`src/rtl/ws2812_pkg.sv`:
```
// Shared WS2812 line-encoding constants and encoder state type.
// The frame controller imports the same timing defaults.
package ws2812_pkg;

  typedef enum logic [1:0] {
    IDLE = 2'd0,
    HIGH = 2'd1,
    LOW  = 2'd2
  } state_t;

  localparam int CNT_W = 8;
  localparam int T0H   = 80;   // 0.40 us at 200 MHz
  localparam int T0L   = 170;  // 0.85 us
  localparam int T1H   = 160;  // 0.80 us
  localparam int T1L   = 90;   // 0.45 us

  // A phase of t cycles loads t-1, so t must lie in 1..2^w.
  function automatic bit timing_ok(input int t, input int w);
    return (t >= 1) && (t <= (1 << w));
  endfunction

endpackage

```
`src/rtl/ws2812_bit_enc_pulse_timer.sv`:
```
// Loadable down-counter that times one line phase; zero marks the phase's last cycle.
module ws2812_bit_enc_pulse_timer
  import ws2812_pkg::*;
#(
  parameter int CNT_W = ws2812_pkg::CNT_W
) (
  input  logic             clk_in,
  input  logic             rst_in,
  input  logic             load,
  input  logic [CNT_W-1:0] load_val,
  output logic             zero
);

  logic [CNT_W-1:0] cnt;

  // NOTE: sequential state is updated with non-blocking assignments only, so every
  // flop samples the pre-edge values regardless of process ordering.
  always_ff @(posedge clk_in) begin
    if (rst_in) begin
      cnt <= '0;
    end else if (load) begin
      cnt <= load_val;
    end else if (cnt != '0) begin
      cnt <= cnt - 1'b1;
    end
  end

  assign zero = (cnt == '0);

endmodule

```
`src/rtl/ws2812_bit_enc.sv`:
```
// WS2812 NRZ bit encoder: one high/low phase pair per requested bit, with a
// one-deep pending slot so consecutive bits go out without a line gap.
module ws2812_bit_enc
  import ws2812_pkg::*;
#(
  parameter int CNT_W = ws2812_pkg::CNT_W,
  parameter int T0H   = ws2812_pkg::T0H,
  parameter int T0L   = ws2812_pkg::T0L,
  parameter int T1H   = ws2812_pkg::T1H,
  parameter int T1L   = ws2812_pkg::T1L
) (
  input  logic clk_in,
  input  logic rst_in,
  input  logic bit_rdy_in,
  input  logic bit_data_in,
  output logic bit_done_out,
  output logic data_out,
  output logic busy_out,
  output logic ovf_out
);

  if (!timing_ok(T0H, CNT_W) || !timing_ok(T0L, CNT_W) ||
      !timing_ok(T1H, CNT_W) || !timing_ok(T1L, CNT_W)) begin : g_bad_timing
    $error("ws2812_bit_enc: timing parameters must be within 1..2**CNT_W");
  end

  localparam logic [CNT_W-1:0] LD_T0H = CNT_W'(T0H - 1);
  localparam logic [CNT_W-1:0] LD_T0L = CNT_W'(T0L - 1);
  localparam logic [CNT_W-1:0] LD_T1H = CNT_W'(T1H - 1);
  localparam logic [CNT_W-1:0] LD_T1L = CNT_W'(T1L - 1);

  state_t           state, state_nxt;
  logic             cur_bit, cur_bit_nxt;
  logic             pend_vld, pend_vld_nxt;
  logic             pend_bit, pend_bit_nxt;
  logic             ovf_nxt, done_nxt, data_nxt, busy_nxt;
  logic             tmr_load, tmr_zero;
  logic [CNT_W-1:0] tmr_val;

  ws2812_bit_enc_pulse_timer #(.CNT_W(CNT_W)) u_timer (
    .clk_in   (clk_in),
    .rst_in   (rst_in),
    .load     (tmr_load),
    .load_val (tmr_val),
    .zero     (tmr_zero)
  );

  always_ff @(posedge clk_in) begin
    if (rst_in) begin
      state        <= IDLE;
      cur_bit      <= 1'b0;
      pend_vld     <= 1'b0;
      pend_bit     <= 1'b0;
      ovf_out      <= 1'b0;
      bit_done_out <= 1'b0;
      data_out     <= 1'b0;
      busy_out     <= 1'b0;
    end else begin
      state        <= state_nxt;
      cur_bit      <= cur_bit_nxt;
      pend_vld     <= pend_vld_nxt;
      pend_bit     <= pend_bit_nxt;
      ovf_out      <= ovf_nxt;
      bit_done_out <= done_nxt;
      data_out     <= data_nxt;
      busy_out     <= busy_nxt;
    end
  end

  // Next state, timer control and pending-slot bookkeeping.
  always_comb begin
    // NOTE: every signal gets a default before the case so no path leaves it
    // unassigned, which would otherwise infer a latch.
    state_nxt    = state;
    cur_bit_nxt  = cur_bit;
    pend_vld_nxt = pend_vld;
    pend_bit_nxt = pend_bit;
    ovf_nxt      = ovf_out;
    done_nxt     = 1'b0;
    tmr_load     = 1'b0;
    tmr_val      = '0;

    case (state)
      IDLE: begin
        if (bit_rdy_in) begin
          state_nxt   = HIGH;
          cur_bit_nxt = bit_data_in;
          tmr_load    = 1'b1;
          tmr_val     = bit_data_in ? LD_T1H : LD_T0H;
        end
      end
      HIGH: begin
        if (tmr_zero) begin
          state_nxt = LOW;
          tmr_load  = 1'b1;
          tmr_val   = cur_bit ? LD_T1L : LD_T0L;
        end
      end
      LOW: begin
        if (tmr_zero) begin
          done_nxt = 1'b1;
          if (pend_vld) begin
            state_nxt    = HIGH;
            cur_bit_nxt  = pend_bit;
            pend_vld_nxt = 1'b0;
            tmr_load     = 1'b1;
            tmr_val      = pend_bit ? LD_T1H : LD_T0H;
          end else if (bit_rdy_in) begin
            state_nxt   = HIGH;
            cur_bit_nxt = bit_data_in;
            tmr_load    = 1'b1;
            tmr_val     = bit_data_in ? LD_T1H : LD_T0H;
          end else begin
            state_nxt = IDLE;
          end
        end
      end
      default: state_nxt = IDLE;
    endcase

    // A request while a bit is on the line queues it; the slot freed by a
    // pending bit moving to HIGH can take a request arriving that same cycle.
    if (bit_rdy_in && state != IDLE && !(state == LOW && tmr_zero && !pend_vld)) begin
      if (!pend_vld || (state == LOW && tmr_zero)) begin
        pend_vld_nxt = 1'b1;
        pend_bit_nxt = bit_data_in;
      end else begin
        ovf_nxt = 1'b1;
      end
    end
  end

  // Registered line and status outputs follow the next-cycle state.
  always_comb begin
    data_nxt = (state_nxt == HIGH);
    busy_nxt = (state_nxt != IDLE) || pend_vld_nxt;
  end

endmodule
```
`config.mk`:
```
export PLATFORM = sky130hd
export DESIGN_NAME = ws2812_bit_enc
export DESIGN_NICKNAME = d
export VERILOG_FILES = /design/src/rtl/ws2812_pkg.sv /design/src/rtl/ws2812_bit_enc_pulse_timer.sv /design/src/rtl/ws2812_bit_enc.sv
export SDC_FILE = /design/constraint.sdc
export NUM_CORES = 1
export LEC_CHECK = 0
export CORE_MARGIN = 1
export CORE_UTILIZATION = 42
export DETAILED_ROUTE_END_ITERATION = 8
export PLACE_DENSITY = 0.59
export SLEW_MARGIN = 25
export SYNTH_ARGS = -nofsm -noshare
export SYNTH_HDL_FRONTEND = slang
export SYNTH_HIERARCHICAL = 1
export SYNTH_SLANG_ARGS = --single-unit
export TNS_END_PERCENT = 100
```
`constraint.sdc`:
```
create_clock -name clk_in -period 2.5 [get_ports clk_in]
set_input_delay 0.5 -clock clk_in [delete_from_list [all_inputs] [get_ports clk_in]]
set_output_delay 0.5 -clock clk_in [all_outputs]
set_load 0.01 [all_outputs]
```
==> results.toml <==
[critical_path]
path_delay_family = "simple AND/OR/NAND/NOR gates"
reg2reg_slack_ps = 200
critPathMaxStageDelay_ps = 380
endpoint_kind = "flip-flop"
r2r_cells = 8
reg2reg_from = "u_timer/cnt[0]"
r2r_end = "u_timer/cnt[5]"
worstPathArrival_ps = 2490
slowest_stage = "dfxtp_1"
path_buf_inv = 1
crit_chain = "inv_1 -> ha_1 -> and4bb_2 -> nor2b_1 -> nand2b_1 -> o21ai_1 -> or2_2 -> o32ai_1"
crit_type = "flip-flop to flip-flop"
critical_path.startpoint_type = "flip-flop"
crit_fanout = 8
required_ps = 2690

[logic_synthesis]
netlist_area_um2 = 1100
ys_ff_latch = 17
synthArstFlopShare_pct = 0
ys.flop_type = "dfxtp_1"
synth_nets = 131
synth_edf_count = 0
syn_inst = 126
ys_seq_area_share_pct = 30.8
syn_avg_cell_area_um2 = 8.76
synthDistinctLibCells = 43
synth_warnings = 6

[timing]
setup_violations = 0
fin_crit_sh_pct = 92.1
tightest_slew_ps = 633
hold-worst-slack_ps = 455
slew_viol_final = 0
finalHoldViolCount = 0
rsz0062_at_grt = "no"
fin_crit_ps = 2300
relSlewSlack_pct = 57.7
final.setup_skew_ps = 1.79
fmax_mhz = 434
setup_tns_ps = 0

[power_and_ir_drop]
switchingPower_mw = 0.618
pwr-share-seq_pct = 35.5
p_leak_nw = 0.429
p_per_area_nw_per_um2 = 1210
p_int_mw = 0.826
comb_power_share_pct = 54.8
clockPowerShare_pct = 9.7
ir_drop_uv = 615
switching_share_pct = 42.8

[route]
first_iter_violations = 14
top_layer = "met3"
viasPerCell = 5.56
routed_wl_um = 2200
route.met2.wl_um = 1050
ant_nets = 0
met3_length_um = 43
routedWlPerCell_um = 13.7
num_vias = 890
m1WireLength_um = 1110
drc = 0
drt_first_pass_iters = 4

[die]
die_w_um = 53.3
die_height_um = 53.3
std_cell_rows = 18
core_um2 = 2480
start_util_pct = 44.5
ios = 8
die-area_um2 = 2840

[cts]
numCtsBuffers = 3
cts_tree = "done"
cts_resized = 0
cts-root-buf = "clkbuf_4"
cts_max_level = 1
cts_setup_buffers = 0
clockBufferDepth = 2
cts.sinks = 17
clk_pin_slew_ps = 90
insertion_delay_ps = 280
ctsHoldBuffers = 0

[place]
dpl.hpwl_um = 1680
port_buffers = 7
dpl_cell_area_um2 = 1160
gp_congestion = 0.824

[min_path]
hold_depth = 2
hp-start = "ovf_out"
hold_path_class = "flip-flop to flip-flop"
min_to = "ovf_out"

[layout]
fin_util_pct = 48.1
fillers = 260
n_antenna_cell = 0
drive_above_1_share_pct = 13.8
most-common-layout-cells = "17 x dfxtp_1, 12 x nand2_1, 10 x nor3_1"
regMostFlops = "u_timer/cnt"
reg_top3 = "u_timer/cnt x8, state x2"
final_common_cell = "dfxtp_1"
largest_reg_flops = 8
area.growth.synth_to_final_pct = 7.94
design_area_um2 = 1190
layout.nets = 136

[grt]
antenna_found_initial = 0
grt_pass1_wl_um = 3820
grt.overflow.total = 0
grt_use_total_pct = 18.5
grt_pass1_vias = 812
grt_max_degree = 21

[job]
drv_cap = 0

[status]
status = "completed"
[final cells by class]
class	count	area [um2]	share of cell area [%]
Clock buffer	4	26.3	2.21
Multi-Input combinational cell	93	668	56.1
Inverter	5	18.8	1.58
Sequential cell	17	340	28.6
Timing Repair Buffer	11	100	8.40
Tap cell	30	37.5	3.15
[worst max path at each step]
stage                endpoint      startpoint  depth (start not counted)  slack (ps)
2_1_floorplan  u_timer/cnt[0]  u_timer/cnt[3]                         10         420
3_3_place_gp   u_timer/cnt[5]      bit_rdy_in                          6         130
3_5_place_dp   u_timer/cnt[5]      bit_rdy_in                          6         150
4_1_cts        u_timer/cnt[5]  u_timer/cnt[0]                          8         180
5_1_grt        u_timer/cnt[5]  u_timer/cnt[0]                          8           6
6_report       u_timer/cnt[5]  u_timer/cnt[0]                          8         200
[worst register-to-register path, delay by kind of cell, from the launching register on]
family                   cells  cell delay, ps
AND/OR/NAND/NOR              4            1020
AO/OA/AOI/OAI                2             440
flip-flops                   1             380
adder cells (fa/ha/maj)      1             280
buffers and inverters        1              80
[Yosys cell counts (2+ instances only)]
master	instances	area [um2]
o211ai_1	2	15.0
o21ai_1	4	20.0
nor3b_1	2	15.0
a32o_1	2	20.0
nand4b_1	2	17.5
o211ai_2	2	25.0
nand2b_1	2	12.5
nand2_1	12	45.0
a21boi_0	2	15.0
buf_6	4	45.0
mux2i_1	4	40.0
inv_1	5	18.8
buf_4	3	22.5
nand3b_1	3	22.5
a21oi_1	8	40.0
and4b_1	2	20.0
nor2_1	5	18.8
dfxtp_1	17	340
o32ai_1	4	35.0
nor3_1	10	50.1
xnor2_1	3	26.3
nor2b_1	5	31.3
clkbuf_1	3	11.3
[power by group through the flow]
stage | sequential (mW) | clock (mW) | combinational, mW
2_1_floorplan | 0.448 | 0 | 0.728
3_3_place_gp | 0.516 | 0 | 0.764
3_5_place_dp | 0.518 | 0 | 0.776
4_1_cts | 0.512 | 0.149 | 0.780
5_1_grt | 0.531 | 0.167 | 0.887
6_report | 0.513 | 0.140 | 0.791
[metrics by stage]
step / instances / setup slack, ps / power (mW)
global route: 160 / 6.26 / 1.59
detailed placement: 156 / 149 / 1.29
global placement: 156 / 130 / 1.28
CTS: 160 / 176 / 1.44
floorplan: 126 / 417 / 1.18
finish: 160 / 196 / 1.44
[layer usage]
metal / vias to the layer above / GRT usage, %
met4: 0 / 7.89
met3: 0 / 2.59
met2: 10 / 29.2
met5: - / 0
li1: 472 / -
met1: 408 / 24.7
[cells by family (layout without fill, tap and decap cells)]
family | after synthesis | count (layout) | share of synthesized area (%)
xor gates and xnor gates | 4 | 4 | 3.18
muxes | 4 | 4 | 3.63
and+or+nand+nor | 52 | 52 | 29.9
adders and majority gates | 1 | 1 | 1.13
AOI/OAI and AO/OA | 32 | 32 | 22.0
buffers and inverters | 16 | 20 | 9.30
DFF | 17 | 17 | 30.8
No activity file was read; power rests on OpenSTA's default activity.
